`src/rtl/md_pkg.sv`:
```
// Shared definitions for the EXE-stage multi-cycle divide unit.
package md_pkg;

  // Divider sequencer state encoding.
  localparam logic [2:0] ST_IDLE = 3'd0;
  localparam logic [2:0] ST_PREP = 3'd1;
  localparam logic [2:0] ST_ITER = 3'd2;
  localparam logic [2:0] ST_FIX  = 3'd3;
  localparam logic [2:0] ST_DONE = 3'd4;

  typedef enum logic [2:0] {
    S_IDLE = ST_IDLE,
    S_PREP = ST_PREP,
    S_ITER = ST_ITER,
    S_FIX  = ST_FIX,
    S_DONE = ST_DONE
  } div_state_e;

  // Bit positions inside the one-hot div_op (alu_op[18:15] order).
  localparam int DIV_W  = 0;
  localparam int MOD_W  = 1;
  localparam int DIV_WU = 2;
  localparam int MOD_WU = 3;

  // Quotient produced for a zero divisor is all-ones; replicate this fill bit to DW.
  localparam logic DIVZ_QUO_FILL = 1'b1;

  // Decoded operation: which result to return and whether operands are signed.
  typedef struct packed {
    logic is_mod;
    logic is_signed;
  } div_ctl_t;

  // Multi-hot encodings resolve to the lowest set bit.
  function automatic div_ctl_t decode_op(input logic [3:0] op);
    div_ctl_t c;
    c = '0;
    if (op[DIV_W]) begin
      c.is_mod = 1'b0; c.is_signed = 1'b1;
    end else if (op[MOD_W]) begin
      c.is_mod = 1'b1; c.is_signed = 1'b1;
    end else if (op[DIV_WU]) begin
      c.is_mod = 1'b0; c.is_signed = 1'b0;
    end else if (op[MOD_WU]) begin
      c.is_mod = 1'b1; c.is_signed = 1'b0;
    end
    return c;
  endfunction

endpackage

```
`src/rtl/div_iter_step.sv`:
```
// One restoring-division iteration: shift {rem,quo} left, trial-subtract the divisor.
module div_iter_step #(
  parameter int DW = 32
) (
  input  logic [DW-1:0] rem,
  input  logic [DW-1:0] quo,
  input  logic [DW-1:0] divisor,
  output logic [DW-1:0] rem_nxt,
  output logic [DW-1:0] quo_nxt
);

  logic [DW:0] sh;

  // rem < divisor on entry, so the difference always fits back into DW bits.
  always_comb begin
    sh = {rem, quo[DW-1]};
    if (sh >= {1'b0, divisor}) begin
      rem_nxt = sh[DW-1:0] - divisor;
      quo_nxt = {quo[DW-2:0], 1'b1};
    end else begin
      rem_nxt = sh[DW-1:0];
      quo_nxt = {quo[DW-2:0], 1'b0};
    end
  end

endmodule

```
`src/rtl/div_seq_unit.sv`:
```
// Multi-cycle signed/unsigned divide unit (DIV.W, MOD.W, DIV.WU, MOD.WU) for EXE.
module div_seq_unit
  import md_pkg::*;
#(
  parameter int DW = 32
) (
  input  logic          clk,
  input  logic          resetn,
  input  logic          flush,
  input  logic          in_valid,
  output logic          in_ready,
  input  logic [3:0]    div_op,
  input  logic [DW-1:0] src1,
  input  logic [DW-1:0] src2,
  output logic          out_valid,
  input  logic          out_ready,
  output logic [DW-1:0] result,
  output logic          busy
);

  localparam int CNT_W = $clog2(DW) + 1;

  div_state_e     state_q, state_d;
  div_ctl_t       ctl_in;
  logic           mod_q, s1_q, s2_q;
  logic [DW-1:0]  a_q, b_q, rem_q, quo_q, dvs_q, result_q;
  logic [DW-1:0]  rem_n, quo_n, q_fix, r_fix;
  logic [CNT_W-1:0] cnt_q;
  logic           accept;

  assign ctl_in    = decode_op(div_op);
  assign accept    = in_valid & (state_q == S_IDLE) & (|div_op);
  assign in_ready  = (state_q == S_IDLE);
  assign out_valid = (state_q == S_DONE);
  assign busy      = (state_q != S_IDLE);
  assign result    = result_q;

  div_iter_step #(.DW(DW)) u_step (
    .rem     (rem_q),
    .quo     (quo_q),
    .divisor (dvs_q),
    .rem_nxt (rem_n),
    .quo_nxt (quo_n)
  );

  // Sign fix-up: quotient sign is the XOR of operand signs, remainder follows the dividend.
  assign q_fix = (s1_q ^ s2_q) ? (~quo_q + 1'b1) : quo_q;
  assign r_fix = s1_q ? (~rem_q + 1'b1) : rem_q;

  // State register.
  always_ff @(posedge clk or negedge resetn) begin
    if (!resetn) state_q <= S_IDLE;
    else         state_q <= state_d;
  end

  // Next-state logic; flush beats everything, including a pending accept.
  always_comb begin
    state_d = state_q;
    if (flush) begin
      state_d = S_IDLE;
    end else begin
      case (state_q)
        S_IDLE: if (accept) state_d = S_PREP;
        S_PREP: state_d = (b_q == '0) ? S_DONE : S_ITER;
        S_ITER: if (cnt_q == CNT_W'(1)) state_d = S_FIX;
        S_FIX:  state_d = S_DONE;
        S_DONE: if (out_ready) state_d = S_IDLE;
        default: state_d = S_IDLE;
      endcase
    end
  end

  // Operand capture, magnitude prep, iteration and result fix-up.
  always_ff @(posedge clk or negedge resetn) begin
    if (!resetn) begin
      mod_q    <= 1'b0;
      s1_q     <= 1'b0;
      s2_q     <= 1'b0;
      a_q      <= '0;
      b_q      <= '0;
      rem_q    <= '0;
      quo_q    <= '0;
      dvs_q    <= '0;
      cnt_q    <= '0;
      result_q <= '0;
    end else if (!flush) begin
      case (state_q)
        S_IDLE: begin
          if (accept) begin
            mod_q <= ctl_in.is_mod;
            s1_q  <= ctl_in.is_signed & src1[DW-1];
            s2_q  <= ctl_in.is_signed & src2[DW-1];
            a_q   <= src1;
            b_q   <= src2;
          end
        end
        S_PREP: begin
          quo_q <= s1_q ? (~a_q + 1'b1) : a_q;
          dvs_q <= s2_q ? (~b_q + 1'b1) : b_q;
          rem_q <= '0;
          cnt_q <= CNT_W'(DW);
          // Zero divisor short-circuits straight to DONE with the architectural result.
          if (b_q == '0)
            result_q <= mod_q ? a_q : {DW{DIVZ_QUO_FILL}};
        end
        S_ITER: begin
          rem_q <= rem_n;
          quo_q <= quo_n;
          cnt_q <= cnt_q - CNT_W'(1);
        end
        S_FIX: begin
          result_q <= mod_q ? r_fix : q_fix;
        end
        default: ;
      endcase
    end
  end

endmodule

```
`config.mk`:
```
export PLATFORM = sky130hd
export DESIGN_NAME = div_seq_unit
export DESIGN_NICKNAME = d
export VERILOG_FILES = /design/src/rtl/md_pkg.sv /design/src/rtl/div_iter_step.sv /design/src/rtl/div_seq_unit.sv
export SDC_FILE = /design/constraint.sdc
export NUM_CORES = 1
export LEC_CHECK = 0
export CAP_MARGIN = 20
export CORE_MARGIN = 5
export CORE_UTILIZATION = 39
export DETAILED_ROUTE_END_ITERATION = 8
export REMOVE_ABC_BUFFERS = 1
export SYNTH_ARGS = -nofsm -noshare
export SYNTH_HDL_FRONTEND = slang
export SYNTH_HIERARCHICAL = 1
export SYNTH_SLANG_ARGS = --single-unit
```
`constraint.sdc`:
```
create_clock -name clk -period 7.7 [get_ports clk]
set_input_delay 1.54 -clock clk [delete_from_list [all_inputs] [get_ports clk]]
set_output_delay 1.54 -clock clk [all_outputs]
set_load 0.005 [all_outputs]
```
**Yosys cells after proc, flatten, opt, wreduce, memory -nomap -nowiden**

Cells that the tools add are included.

- Bits in registers: 204
- Input port bits: 73
- Output and inout bits: 35
- Word-level logic and storage cells: 71

- $add $sub $neg: 6
- $lt $le $gt $ge: 1
- Eq/ne operators: 9
- Mux-type cells: 23
- Bitwise logic cells: 10
- Reductions and logical operators: 11

Operators with widths:

| cell | number |
|---|---|
| $mux 32 | 8 |
| $pmux 32 s2 | 3 |
| $add 32x1->32 const B | 4 |
| $not 32->32 | 4 |
| $ge 33x32->1 | 1 |
| $logic_not 32->1 | 1 |
| $sub 32x32->32 | 1 |
| $mux 3 | 5 |
| $pmux 3 s5 | 1 |
| $pmux 6 s2 | 1 |
| $reduce_and 3->1 | 3 |
| $mux 2 | 4 |
| $eq 3x2->1 const B | 2 |
| $eq 6x1->1 const B | 1 |
| $ne 3x2->1 const B | 2 |
| $sub 6x1->6 const B | 1 |
| $and 1x1->1 | 4 |
| $reduce_and 2->1 | 2 |
| $reduce_bool 2->1 | 2 |
| $reduce_or 4->1 | 1 |
| $eq 3x1->1 const B | 1 |
| $eq 3x3->1 const B | 1 |
| $logic_not 3->1 | 1 |
| $ne 3x3->1 const B | 1 |
| other kinds (5) | 5 |

**Logic depth before layout (Yosys ltp)**

- Word-level depth: 6
- Mapped depth: 15
- Gate-level depth less buffers: 14

**Cells and area by module**

The synthesis kept the hierarchy.

By module, submodules not included:

| module | times used | cells each | area each (sq um) | sequential area each (sq um) |
|---|---|---|---|---|
| div_seq_unit | 1 | 1386 | 11721.2 | 5104.9 |
| div_iter_step | 1 | 361 | 2623.8 | 0.0 |

**Worst setup path before layout**

Ideal clock, no wire load.

- Path kind: input to register
- From: in flush
- To: reg quo_q[19]
- Library setup time: 0.134 ns
- Arrival: 2.858 ns
- Data required time: 7.566 ns
- Slack: 4.707 ns
- Cell stages on the path: 7
- Path buffers: 3
- Cells stage by stage: clkbuf_1 > nor2_1 > and2_0 > nand2_1 > clkbuf_1 > buf_1 > o22ai_1

- Cells in the longest elaborated chain, start to end: 2

Ends and longest elaborated chain:

| what | RTL line | RTL |
|---|---|---|
| start: declaration | div_seq_unit.sv:9 | `input logic flush,` |
| $not 1->1 (no source line) | - |  |
| $reduce_and 2->1 (no source line) | - |  |
| end signal: assignment | div_seq_unit.sv:98 | `quo_q <= s1_q ? (~a_q + 1'b1) : a_q;` |
| end signal: assignment | div_seq_unit.sv:108 | `quo_q <= quo_n;` |
| end: declaration | div_seq_unit.sv:26 | `logic [DW-1:0] a_q, b_q, rem_q, quo_q, dvs_q, result_q;` |

No other way between the ends.
A chain may end at the register's enable or synchronous reset.

**Final worst setup path**

- From: reg state_q[1]
- To: out busy

- Cells in the longest elaborated chain, start to end: 1

Ends and longest elaborated chain:

| what | RTL line | RTL |
|---|---|---|
| start: declaration | div_seq_unit.sv:23 | `div_state_e state_q, state_d;` |
| start signal: assignment | div_seq_unit.sv:53 | `else state_q <= state_d;` |
| $reduce_bool 3->1 | div_seq_unit.sv:35 | `assign busy = (state_q != S_IDLE);` |
| end: declaration | div_seq_unit.sv:18 | `output logic busy` |

No other way between the ends.

==> out/metrics.yaml <==
grt_max_degree: 74
cts_tree: "yes"
start_util_pct: 39.4
dieArea_sq_um: 40700
routed_wl_um: 40000
power_switching_uw: 3420
finalCriticalPeriod_ns: 3.69
synth-compound-area-share_pct: 19.4
hold_start: "result[2]"
pin_count: 108
route.detailed.drc: 0
ctsHtreeMaxLevel: 1
post-route-util_pct: 44.9
grt_use_met1_pct: 27.2
synthAdderAreaFrac_pct: 3.45
comb_power_share_pct: 56.7
synth_top_family_by_area: "simple AND/OR/NAND/NOR gates"
cp_data_arrival_time_ns: 2.15
die_x_um: 202
muxShareOfSynthArea_pct: 4.30
synth_edf_count: 0
overflow: 0
cts_setup_buffers: 0
yosysWarningCount: 6
setup_tns_ns: 0
fmax_ghz: 0.271
start_kind: "flop"
die_h_um: 202
ys_seq_area_share_pct: 35.6
clock_sink_count: 204
wl_per_cell_um: 17.8
clk_pin_slew_ns: 0.06
powerDensity_nw_per_um2: 465
clock-root-buffer: "clkbuf_16"
internal_power_uw: 4180
grt_pass1_wl_um: 66000
clkPwrFrac_pct: 16.2
grt_util_met2_pct: 31.8
core_sq_um: 36400
max_cap_viol_count: 0
synth_top_area_share_pct: 35.6
synth_xor_area_share_pct: 8.30
io_buffers: 107
synth_area_sq_um: 14300
cp-startpoint: "state_q[1]"
antenna_left: 0
synth.area.top_cells: "dfrtp_1 36%, nand2_1 9.9%, o21ai_0 5.5%"
ir_worst_vdd_uv: 199
path_class: "reg2out"
dp_cells: 2199
cp-end-kind: "output pin"
fp-row-count: 70
min_path_type: "reg2reg"
crit_required_ns: 6.16
rsz0062_at_grt: "no"
tightest_slew_ns: 1.03
synth_top_area_cell: "dfrtp_1"
outcome: "finished clean"
layout_common_cells: "379 x nand2_1, 203 x dfrtp_1, 158 x o21ai_0, 106 x clkdlybuf4s50_1, 99 x nor2_1"
nNetsFinal: 1873
finalHoldViolations: 0
async_flop_share_pct: 100
clkLatencyLatePin_ns: 0.55
clock_path_buffers: 3
hold_buffers: 0
cellLeakagePower_uw: 0.00717
final_layout_size_suffix_gt1_share_pct: 7.77
antennaDiodeCount: 0
relSlewSlack_pct: 31.3
synth_flop_cell: "dfrtp_1"
area_growth_pct: 14.0
place_congestion: 0.970
seqPwrFrac_pct: 27.2
regToRegStartpoint: "rem_q[1]"
antenna_found_initial: 0
grt_busiest_layer: "met2"
first_pass_iters: 7
grt_pass1_vias: 12000
vias: 12300
grt_usage_pct: 19.4
cp_max_fo: 12
post-route-period-util_pct: 47.9
grtUsageMet3_pct: 3.08
swShare_pct: 45.0
avgSynthCellArea_sq_um: 8.21
drt_iter0_markers: 1045
setup-violations-final: 0
maxSlewViolCount: 0
routed_via_density: 5.49
ys_types: 83
hpwl_um: 28600
cts_resized: 0
netlist_instances: 1747
synth_seq_cells: 204
fin_worst_skew_ns: 0.0238
final_cell_count_no_fill: 2245
cts_inserted_buffers: 26
final_common_cell: "nand2_1"
synth-simple-area-share_pct: 22.1
cells by family after synthesis:
family | after synthesis
muxes | 50
and+or+nand+nor | 676
DFF | 204
AOI/OAI and AO/OA | 433
xor gates and xnor gates | 136
adders and majority gates | 39
buffers and inverters | 209
path summary, 6_finish.rpt:
kind / end / slack (ns) / cells after the start
max: busy / 4.01 / 3
max reg2reg: rem_q[2] / 4.08 / 13
max in group asynchronous: b_q[31] / 5.36 / 2
min: result[2] / 0.47 / 2
min reg2reg: result[2] / 0.47 / 2
min in group asynchronous: a_q[6] / 0.97 / 1
cell type report:
type                            instances  area (sq um)
Fill cell                            3620         20100
Multi-Input combinational cell       1334          8290
Sequential cell                       204          5110
Timing Repair Buffer                  131          1270
Clock buffer                           32           704
Tap cell                              468           586
Inverter                               64           240
Clock inverter                         12           150
power groups by stage:
stage	registers (uW)	logic [uW]	clock network, uW
floorplan	1920	3260	0
global placement	2060	4210	0
detailed placement	2070	4260	0
CTS	2060	4290	1260
global route	2140	4790	1310
finish	2060	4310	1230
per-stage QoR:
| stage | power, uW | setup slack, ns | cell area (sq um) | hold WS, ns |
|---|---|---|---|---|
| finish | 7600 | 4.01 | 16400 | 0.469 |
| floorplan | 5180 | 3.65 | 13600 | 0.450 |
| detailed placement | 6340 | 3.65 | 15500 | 0.466 |
| global route | 8240 | 3.81 | 16400 | 0.495 |
| CTS | 7610 | 3.95 | 16300 | 0.479 |
| global placement | 6270 | 3.65 | 15500 | 0.462 |
Yosys cell counts, types with 12 or more instances:
cell and count:
nor2_1 101, mux2i_1 17, o211ai_1 12, nor3_1 32
nand3_1 24, o41ai_1 17, xnor2_1 58, dfrtp_1 204
a21o_1 17, mux2_4 20, clkbuf_1 87, nand2_1 380
or4_1 18, a21oi_1 86, or3_1 19, o22ai_1 18
nand4_1 19, a31oi_1 15, ha_1 38, buf_4 32
inv_1 64, o21ai_0 158, nor4_1 20, xor2_1 78
o31ai_1 40
routing by layer:
| metal | part of all wire [%] | wire length [um] |
|---|---|---|
| met5 | 0 | 0 |
| met4 | 1.9 | 760 |
| met3 | 5.4 | 2150 |
| met2 | 46 | 18500 |
| met1 | 46 | 18600 |
registers in the layout, indices dropped and copies added, names as in the netlist:
name and flops:
b_q 32, quo_q 32, a_q 32, mod_q 1
rem_q 32, s2_q 1, s1_q 1, cnt_q 6
dvs_q 32, state_q 3, result 32
critical path, stage by stage (launching register included):
cell	delay [ns]
dfrtp_1	0.75
nor3_1	0.15
inv_1	0.17
clkdlybuf4s50_1	0.53
Note: power is estimated with default switching activity, not from simulation.
